`src/rtl/sram_arbiter_if.sv`:
```
// -----------------------------------------------------------------------------
// sram_arbiter_if
//   Bundles the requester-side command/response signals and the SRAM-side
//   command/read-data signals of the SRAM arbiter.
//
//   Requester side (packed, requester i at slice i):
//     req_valid[NUM_REQ]            command valid
//     req_ready[NUM_REQ]            command accepted (one-hot or zero)
//     req_we[NUM_REQ]               1 = write, 0 = read
//     req_addr[NUM_REQ*ADDR_WIDTH]  command address
//     req_wdata[NUM_REQ*DATA_WIDTH] write data
//     rsp_valid[NUM_REQ]            read data valid for requester i (pulse)
//     rsp_data[DATA_WIDTH]          shared read data
//   SRAM side:
//     sram_cs, sram_we, sram_addr, sram_din   registered SRAM command
//     sram_dout                               SRAM read data (1-cycle latency)
//
//   Modports: slave = arbiter view, master = requesters + SRAM view.
// -----------------------------------------------------------------------------
interface sram_arbiter_if #(
  parameter int DATA_WIDTH = 8,
  parameter int ADDR_WIDTH = 4,
  parameter int NUM_REQ    = 2
);

  logic [NUM_REQ-1:0]            req_valid;
  logic [NUM_REQ-1:0]            req_ready;
  logic [NUM_REQ-1:0]            req_we;
  logic [NUM_REQ*ADDR_WIDTH-1:0] req_addr;
  logic [NUM_REQ*DATA_WIDTH-1:0] req_wdata;
  logic [NUM_REQ-1:0]            rsp_valid;
  logic [DATA_WIDTH-1:0]         rsp_data;

  logic                          sram_cs;
  logic                          sram_we;
  logic [ADDR_WIDTH-1:0]         sram_addr;
  logic [DATA_WIDTH-1:0]         sram_din;
  logic [DATA_WIDTH-1:0]         sram_dout;

  modport slave (
    input  req_valid, req_we, req_addr, req_wdata, sram_dout,
    output req_ready, rsp_valid, rsp_data,
    output sram_cs, sram_we, sram_addr, sram_din
  );

  modport master (
    output req_valid, req_we, req_addr, req_wdata, sram_dout,
    input  req_ready, rsp_valid, rsp_data,
    input  sram_cs, sram_we, sram_addr, sram_din
  );

endinterface : sram_arbiter_if

```
`src/rtl/sram_arbiter.sv`:
```
// -----------------------------------------------------------------------------
// sram_arbiter
//   Round-robin arbiter giving NUM_REQ requesters shared access to a single
//   synchronous SRAM. One command is accepted per cycle; the command is
//   registered onto the SRAM pins the following cycle, and read data is
//   returned to the owning requester two cycles after acceptance.
//
//   Ports:
//     clk  - single clock, rising edge
//     rst  - asynchronous, active-high reset
//     bus  - sram_arbiter_if.slave: requester command/response bundle and
//            SRAM command/read-data bundle
//
//   Pipeline for a read accepted at edge E:
//     E   : command -> sram_* registers, read tag -> stage 1
//     E+1 : SRAM samples the command, read tag -> stage 2
//     E+2 : sram_dout -> rsp_data, rsp_valid[owner] pulses
// -----------------------------------------------------------------------------
module sram_arbiter #(
  parameter int DATA_WIDTH = 8,
  parameter int ADDR_WIDTH = 4,
  parameter int NUM_REQ    = 2
) (
  input  logic          clk,
  input  logic          rst,
  sram_arbiter_if.slave bus
);

  localparam int PTR_W = (NUM_REQ > 1) ? $clog2(NUM_REQ) : 1;

  // Round-robin pointer: requester with highest priority this cycle.
  logic [PTR_W-1:0]      ptr_q, ptr_d;

  // Arbitration result.
  logic                  grant_vld;
  logic [PTR_W-1:0]      grant_idx;

  // SRAM command stage.
  logic                  cs_q, cs_d;
  logic                  we_q, we_d;
  logic [ADDR_WIDTH-1:0] addr_q, addr_d;
  logic [DATA_WIDTH-1:0] din_q, din_d;

  // Read tracking: valid bit and owner, two stages alongside the SRAM access.
  logic                  rd_vld1_q, rd_vld1_d;
  logic [PTR_W-1:0]      rd_own1_q, rd_own1_d;
  logic                  rd_vld2_q;
  logic [PTR_W-1:0]      rd_own2_q;

  // Response stage.
  logic [NUM_REQ-1:0]    rsp_valid_q;
  logic [DATA_WIDTH-1:0] rsp_data_q;

  // ---------------------------------------------------------------------------
  // Arbitration: scan from the pointer, first asserted req_valid wins.
  // ---------------------------------------------------------------------------
  always_comb begin : arbitrate
    int idx;
    // NOTE: every combinationally assigned signal gets a default before any
    // conditional assignment, otherwise synthesis infers a latch.
    grant_vld = 1'b0;
    grant_idx = '0;
    idx       = 0;
    for (int k = 0; k < NUM_REQ; k++) begin
      idx = int'(ptr_q) + k;
      if (idx >= NUM_REQ) idx = idx - NUM_REQ;
      if (!grant_vld && bus.req_valid[idx]) begin
        grant_vld = 1'b1;
        grant_idx = PTR_W'(idx);
      end
    end
    // Ready must read zero while reset is held, even with requests pending.
    if (rst) grant_vld = 1'b0;
  end

  assign bus.req_ready = grant_vld ? (NUM_REQ'(1) << grant_idx) : '0;

  // ---------------------------------------------------------------------------
  // Next-state: capture the accepted command and advance the pointer.
  // ---------------------------------------------------------------------------
  always_comb begin : next_state
    ptr_d     = ptr_q;
    cs_d      = grant_vld;
    we_d      = 1'b0;
    addr_d    = addr_q;
    din_d     = din_q;
    rd_vld1_d = 1'b0;
    rd_own1_d = rd_own1_q;
    if (grant_vld) begin
      we_d      = bus.req_we[grant_idx];
      addr_d    = bus.req_addr[int'(grant_idx)*ADDR_WIDTH +: ADDR_WIDTH];
      din_d     = bus.req_wdata[int'(grant_idx)*DATA_WIDTH +: DATA_WIDTH];
      rd_vld1_d = ~bus.req_we[grant_idx];
      rd_own1_d = grant_idx;
      ptr_d     = (int'(grant_idx) == NUM_REQ - 1) ? '0
                                                   : PTR_W'(int'(grant_idx) + 1);
    end
  end

  // ---------------------------------------------------------------------------
  // State registers.
  // ---------------------------------------------------------------------------
  always_ff @(posedge clk or posedge rst) begin
    if (rst) begin
      ptr_q       <= '0;
      cs_q        <= 1'b0;
      we_q        <= 1'b0;
      addr_q      <= '0;
      din_q       <= '0;
      rd_vld1_q   <= 1'b0;
      rd_own1_q   <= '0;
      rd_vld2_q   <= 1'b0;
      rd_own2_q   <= '0;
      rsp_valid_q <= '0;
      rsp_data_q  <= '0;
    end else begin
      // NOTE: non-blocking assignments so every register samples the values
      // from before this edge, independent of statement order.
      ptr_q       <= ptr_d;
      cs_q        <= cs_d;
      we_q        <= we_d;
      addr_q      <= addr_d;
      din_q       <= din_d;
      rd_vld1_q   <= rd_vld1_d;
      rd_own1_q   <= rd_own1_d;
      rd_vld2_q   <= rd_vld1_q;
      rd_own2_q   <= rd_own1_q;
      rsp_valid_q <= rd_vld2_q ? (NUM_REQ'(1) << rd_own2_q) : '0;
      // sram_dout is valid in the cycle after the SRAM sampled the read.
      if (rd_vld2_q) rsp_data_q <= bus.sram_dout;
    end
  end

  assign bus.sram_cs   = cs_q;
  assign bus.sram_we   = we_q;
  assign bus.sram_addr = addr_q;
  assign bus.sram_din  = din_q;
  assign bus.rsp_valid = rsp_valid_q;
  assign bus.rsp_data  = rsp_data_q;

endmodule : sram_arbiter

```
`src/flat_wrapper.sv`:
```
// flat-port wrapper written by rule: the top's interface ports become plain ports
module sram_arbiter_flat 
#(
  parameter int DATA_WIDTH = 8,
  parameter int ADDR_WIDTH = 4,
  parameter int NUM_REQ    = 2
)
  (clk, rst, bus_req_valid, bus_req_we, bus_req_addr, bus_req_wdata, bus_sram_dout, bus_req_ready, bus_rsp_valid, bus_rsp_data, bus_sram_cs, bus_sram_we, bus_sram_addr, bus_sram_din);
  sram_arbiter_if #(.DATA_WIDTH(DATA_WIDTH), .ADDR_WIDTH(ADDR_WIDTH), .NUM_REQ(NUM_REQ)) bus_i ();
  input  logic clk;
  input  logic rst;
  input wire logic [$bits(bus_i.req_valid)-1:0] bus_req_valid;
  input wire logic [$bits(bus_i.req_we)-1:0] bus_req_we;
  input wire logic [$bits(bus_i.req_addr)-1:0] bus_req_addr;
  input wire logic [$bits(bus_i.req_wdata)-1:0] bus_req_wdata;
  input wire logic [$bits(bus_i.sram_dout)-1:0] bus_sram_dout;
  output wire logic [$bits(bus_i.req_ready)-1:0] bus_req_ready;
  output wire logic [$bits(bus_i.rsp_valid)-1:0] bus_rsp_valid;
  output wire logic [$bits(bus_i.rsp_data)-1:0] bus_rsp_data;
  output wire logic [$bits(bus_i.sram_cs)-1:0] bus_sram_cs;
  output wire logic [$bits(bus_i.sram_we)-1:0] bus_sram_we;
  output wire logic [$bits(bus_i.sram_addr)-1:0] bus_sram_addr;
  output wire logic [$bits(bus_i.sram_din)-1:0] bus_sram_din;
  assign bus_i.req_valid = bus_req_valid;
  assign bus_i.req_we = bus_req_we;
  assign bus_i.req_addr = bus_req_addr;
  assign bus_i.req_wdata = bus_req_wdata;
  assign bus_i.sram_dout = bus_sram_dout;
  assign bus_req_ready = bus_i.req_ready;
  assign bus_rsp_valid = bus_i.rsp_valid;
  assign bus_rsp_data = bus_i.rsp_data;
  assign bus_sram_cs = bus_i.sram_cs;
  assign bus_sram_we = bus_i.sram_we;
  assign bus_sram_addr = bus_i.sram_addr;
  assign bus_sram_din = bus_i.sram_din;
  sram_arbiter #(.DATA_WIDTH(DATA_WIDTH), .ADDR_WIDTH(ADDR_WIDTH), .NUM_REQ(NUM_REQ)) u_core (.clk(clk), .rst(rst), .bus(bus_i));
endmodule
```
`config.mk`:
```
export PLATFORM = sky130hd
export DESIGN_NAME = sram_arbiter_flat
export DESIGN_NICKNAME = d
export VERILOG_FILES = /design/src/rtl/sram_arbiter_if.sv /design/src/rtl/sram_arbiter.sv /design/src/flat_wrapper.sv
export SDC_FILE = /design/constraint.sdc
export NUM_CORES = 1
export LEC_CHECK = 0
export CAP_MARGIN = 30
export CORE_MARGIN = 2
export CORE_UTILIZATION = 40
export DETAILED_ROUTE_END_ITERATION = 16
export PLACE_DENSITY = 0.83
export SLEW_MARGIN = 25
export SYNTH_ARGS = -nofsm -noshare
export SYNTH_HDL_FRONTEND = slang
export SYNTH_SLANG_ARGS = --single-unit
export TNS_END_PERCENT = 50
```
`constraint.sdc`:
```
create_clock -name clk -period 2.65 [get_ports clk]
set_clock_uncertainty 0.05 [all_clocks]
set_input_delay 0.53 -clock clk [delete_from_list [all_inputs] [get_ports clk]]
set_output_delay 0.53 -clock clk [all_outputs]
set_load 0.02 [all_outputs]
```
==> flow_summary.json <==
{
  "totalNegativeSetupSlack_ns": 0,
  "post_synth_num_cell_types": 24,
  "drt_first_pass_iters": 4,
  "synthMostInstantiatedCell": "dfrtp_1",
  "yosysWarnings": 0,
  "synth_nets": 121,
  "worst-slew-pin-transition_ns": 0.417,
  "clock_sinks": 29,
  "synth_simple_gate_area_share_pct": 11.6,
  "grt_pass1_wl_um": 4670,
  "synth_xor_xnor_area_share_pct": 0,
  "detailed_place_hpwl_um": 2230,
  "synth_seq_cells": 29,
  "rsz_0062_raised_after_global_routing": "false",
  "detailroute.wirelength.met3_um": 310,
  "dp_slack_ns": 0.0211,
  "slew_headroom_pct": 72.2,
  "buffer_ports.inserted": 63,
  "cts-buffers-inserted": 5,
  "remaining_drc_errors": 0,
  "cts.htree.levels": 2,
  "sequential_share_of_the_synthesized_area_pct": 61.2,
  "initial_utilization_pct": 42.6,
  "gr-total-overflow": 0,
  "powerDensity_nw_per_um2": 619,
  "hold_ws_ns": 0.317,
  "timing.critical_path.fanout_max": 3,
  "grt_pass1_vias": 1032,
  "cts_max_path_buffers": 2,
  "area.sequential_um2": 726,
  "cp_startpoint_kind": "primary input",
  "setup_ws_ns": 0.0351,
  "synthArstFlopShare_pct": 100,
  "main_combinational_cell_family_by_area_after_synthesis": "compound AO/OA/AOI/OAI gates",
  "tritoncts": "built",
  "netlist.top_cell.by_area": "dfrtp_1",
  "route.final.wire_length_um": 2850,
  "timing.max_cap.violations": 0,
  "status": "finished clean",
  "period_share_pct": 98.7,
  "hold_path.class": "reg2reg",
  "drt_iter0_drc": 26,
  "critical_path.endpoint_type": "output pin",
  "die_height_um": 58.4,
  "final-hold-violation-count": 0,
  "design.die.area_um2": 3410,
  "groute.usage.overall_pct": 18.9,
  "slew_viol_final": 0,
  "postCtsSetupBuffers": 0,
  "postCtsHoldBufs": 0,
  "avgViaCountPerCell": 5.33,
  "number_of_antenna_violations_at_the_first_check_in_global_routing": 0,
  "worst_r2r_startpoint": "u_core.ptr_q",
  "total_leakage_power_nw": 0.850,
  "hold_worst_path_end": "u_core.rd_vld2_q",
  "pin_count_of_the_biggest_net_entering_global_routing": 20,
  "worstRegToRegCells": 4,
  "number_of_flops_mapped_to_enable_cells_by_yosys": 0,
  "required_ns": 2.07,
  "post-synth-top-area-fraction_pct": 61.2,
  "finalNetCount": 193,
  "root_buffer": "clkbuf_4",
  "layout-drive-gt1-share_pct": 18.7,
  "area_growth_pct": 62.3,
  "synth_compound_gate_area_share_pct": 15.7,
  "ir_worst_vdd_mv": 0.572,
  "postSynthCellCount": 83,
  "synthesis.area_per_instance_um2": 14.3,
  "post_synth_main_area_contributors": "dfrtp_1 61%, mux2_2 7.6%, a221o_1 6.8%, and2_1 4.8%, a221o_2 3.8%",
  "highest_layer": "met4",
  "wl_met2_um": 1420,
  "timing.fmax_mhz": 382,
  "top_level_ports": 64,
  "final.fill_count": 212,
  "die_w_um": 58.4,
  "crit_arrival_ns": 2.03,
  "drt-wirelength-per-cell_um": 15.3,
  "synth.cells.most_frequent": "29 x dfrtp_1, 9 x and2_1, 8 x a221o_1, 8 x mux2_2",
  "drtAntennaViolNets": 0,
  "clk_transition_reported_paths_ns": 0.09,
  "hp-start": "u_core.rd_vld1_q",
  "r2r_setup_slack_ns": 1.20,
  "design.core.area_um2": 2780,
  "n_antenna_cell": 0,
  "yosys.area_share.adder_pct": 0,
  "holdPathStages": 0,
  "multi_input_comb_area_um2": 414,
  "report.final.setup_viol": 0,
  "num_vias": 991,
  "wl_met1_um": 1050,
  "most_frequently_used_flop_master_after_synthesis": "dfrtp_1",
  "rd_place_congestion": 0.716,
  "critical_path_start_end_classification": "in2out",
  "synth.area.mux_share_pct": 7.60,
  "std_cell_rows": 19,
  "synth.cell_area_um2": 1180,
  "clkLatencyLatePin_ns": 0.31,
  "timing.rr.end": "u_core.bus.sram_din[3]",
  "period_minus_slack_ns": 2.61
}
## worst max-delay path, stage by stage
cell and delay (ns):
clkdlybuf4s50_1 0.52, inv_1 0.10, nor3_4 0.24, clkdlybuf4s50_1 0.64
## flip-flops by register name, summed over array words and instances, names as in the netlist, 2 cells and up
signal,cells
u_core.bus.rsp_data,8
u_core.bus.rsp_valid,2
u_core.bus.sram_addr,4
u_core.bus.sram_din,8
## timing repair
| action | in CTS | in global routing |
|---|---|---|
| endpoints found under the hold margin | 0 | 0 |
| setup endpoints to repair | 0 | 1 |
| gates resized for setup | 0 | 1 |
## power breakdown
part / total, mW / internal (mW) / switching (mW)
sequential: 0.547 / 0.510 / 0.0375
clock: 0.258 / 0.125 / 0.133
combinational: 0.386 / 0.222 / 0.165
## final cells by class
type                       instances  area share, %
sequential                        29           37.7
timing repair buffer              69           35.3
multi-input combinational         47           21.5
clock buffer                       7           2.86
tap                               31           2.02
inverter                           3          0.586
## cells by family after synthesis
logic type | after synthesis
simple gates | 21
buf+inv | 7
flops | 29
compound gates | 18
mux | 8
## cell usage in the layout (no fill, tap or decap), types with 3 or more instances in the layout
cell type,netlist,final
a221o_1,8,8
a221o_2,4,4
and2_0,4,4
and2_1,9,9
buf_4,1,6
clkbuf_4,0,5
clkdlybuf4s50_1,0,62
dfrtp_1,29,29
inv_1,3,3
mux2_2,8,8
## stage by stage
stage	util [%]	cell area [µm²]	std cells	total power, mW
floorplan	-	1180	83	0.732
global placement	67.1	1870	179	0.930
detailed placement	67.1	1870	179	0.945
CTS	69.1	1920	186	1.21
global route	69.1	1920	186	1.26
finish	69.1	1920	186	1.19
## metal layers
metal  vias to the layer above  track usage, %
met5                         -               0
met4                         0            11.0
met3                         8            6.81
met2                        58            31.3
met1                       482            21.0
li1                        443               -
## worst max path at each step
stage                                start               end  depth (start not counted)
after floorplan           bus_req_valid[0]  bus_req_ready[1]                          3
after global placement    bus_req_valid[0]  bus_req_ready[0]                          4
after detailed placement  bus_req_valid[0]  bus_req_ready[0]                          4
after CTS                 bus_req_valid[0]  bus_req_ready[0]                          4
after global routing      bus_req_valid[1]  bus_req_ready[1]                          4
final                     bus_req_valid[1]  bus_req_ready[1]                          4
Note: power is estimated with default switching activity, not from simulation.
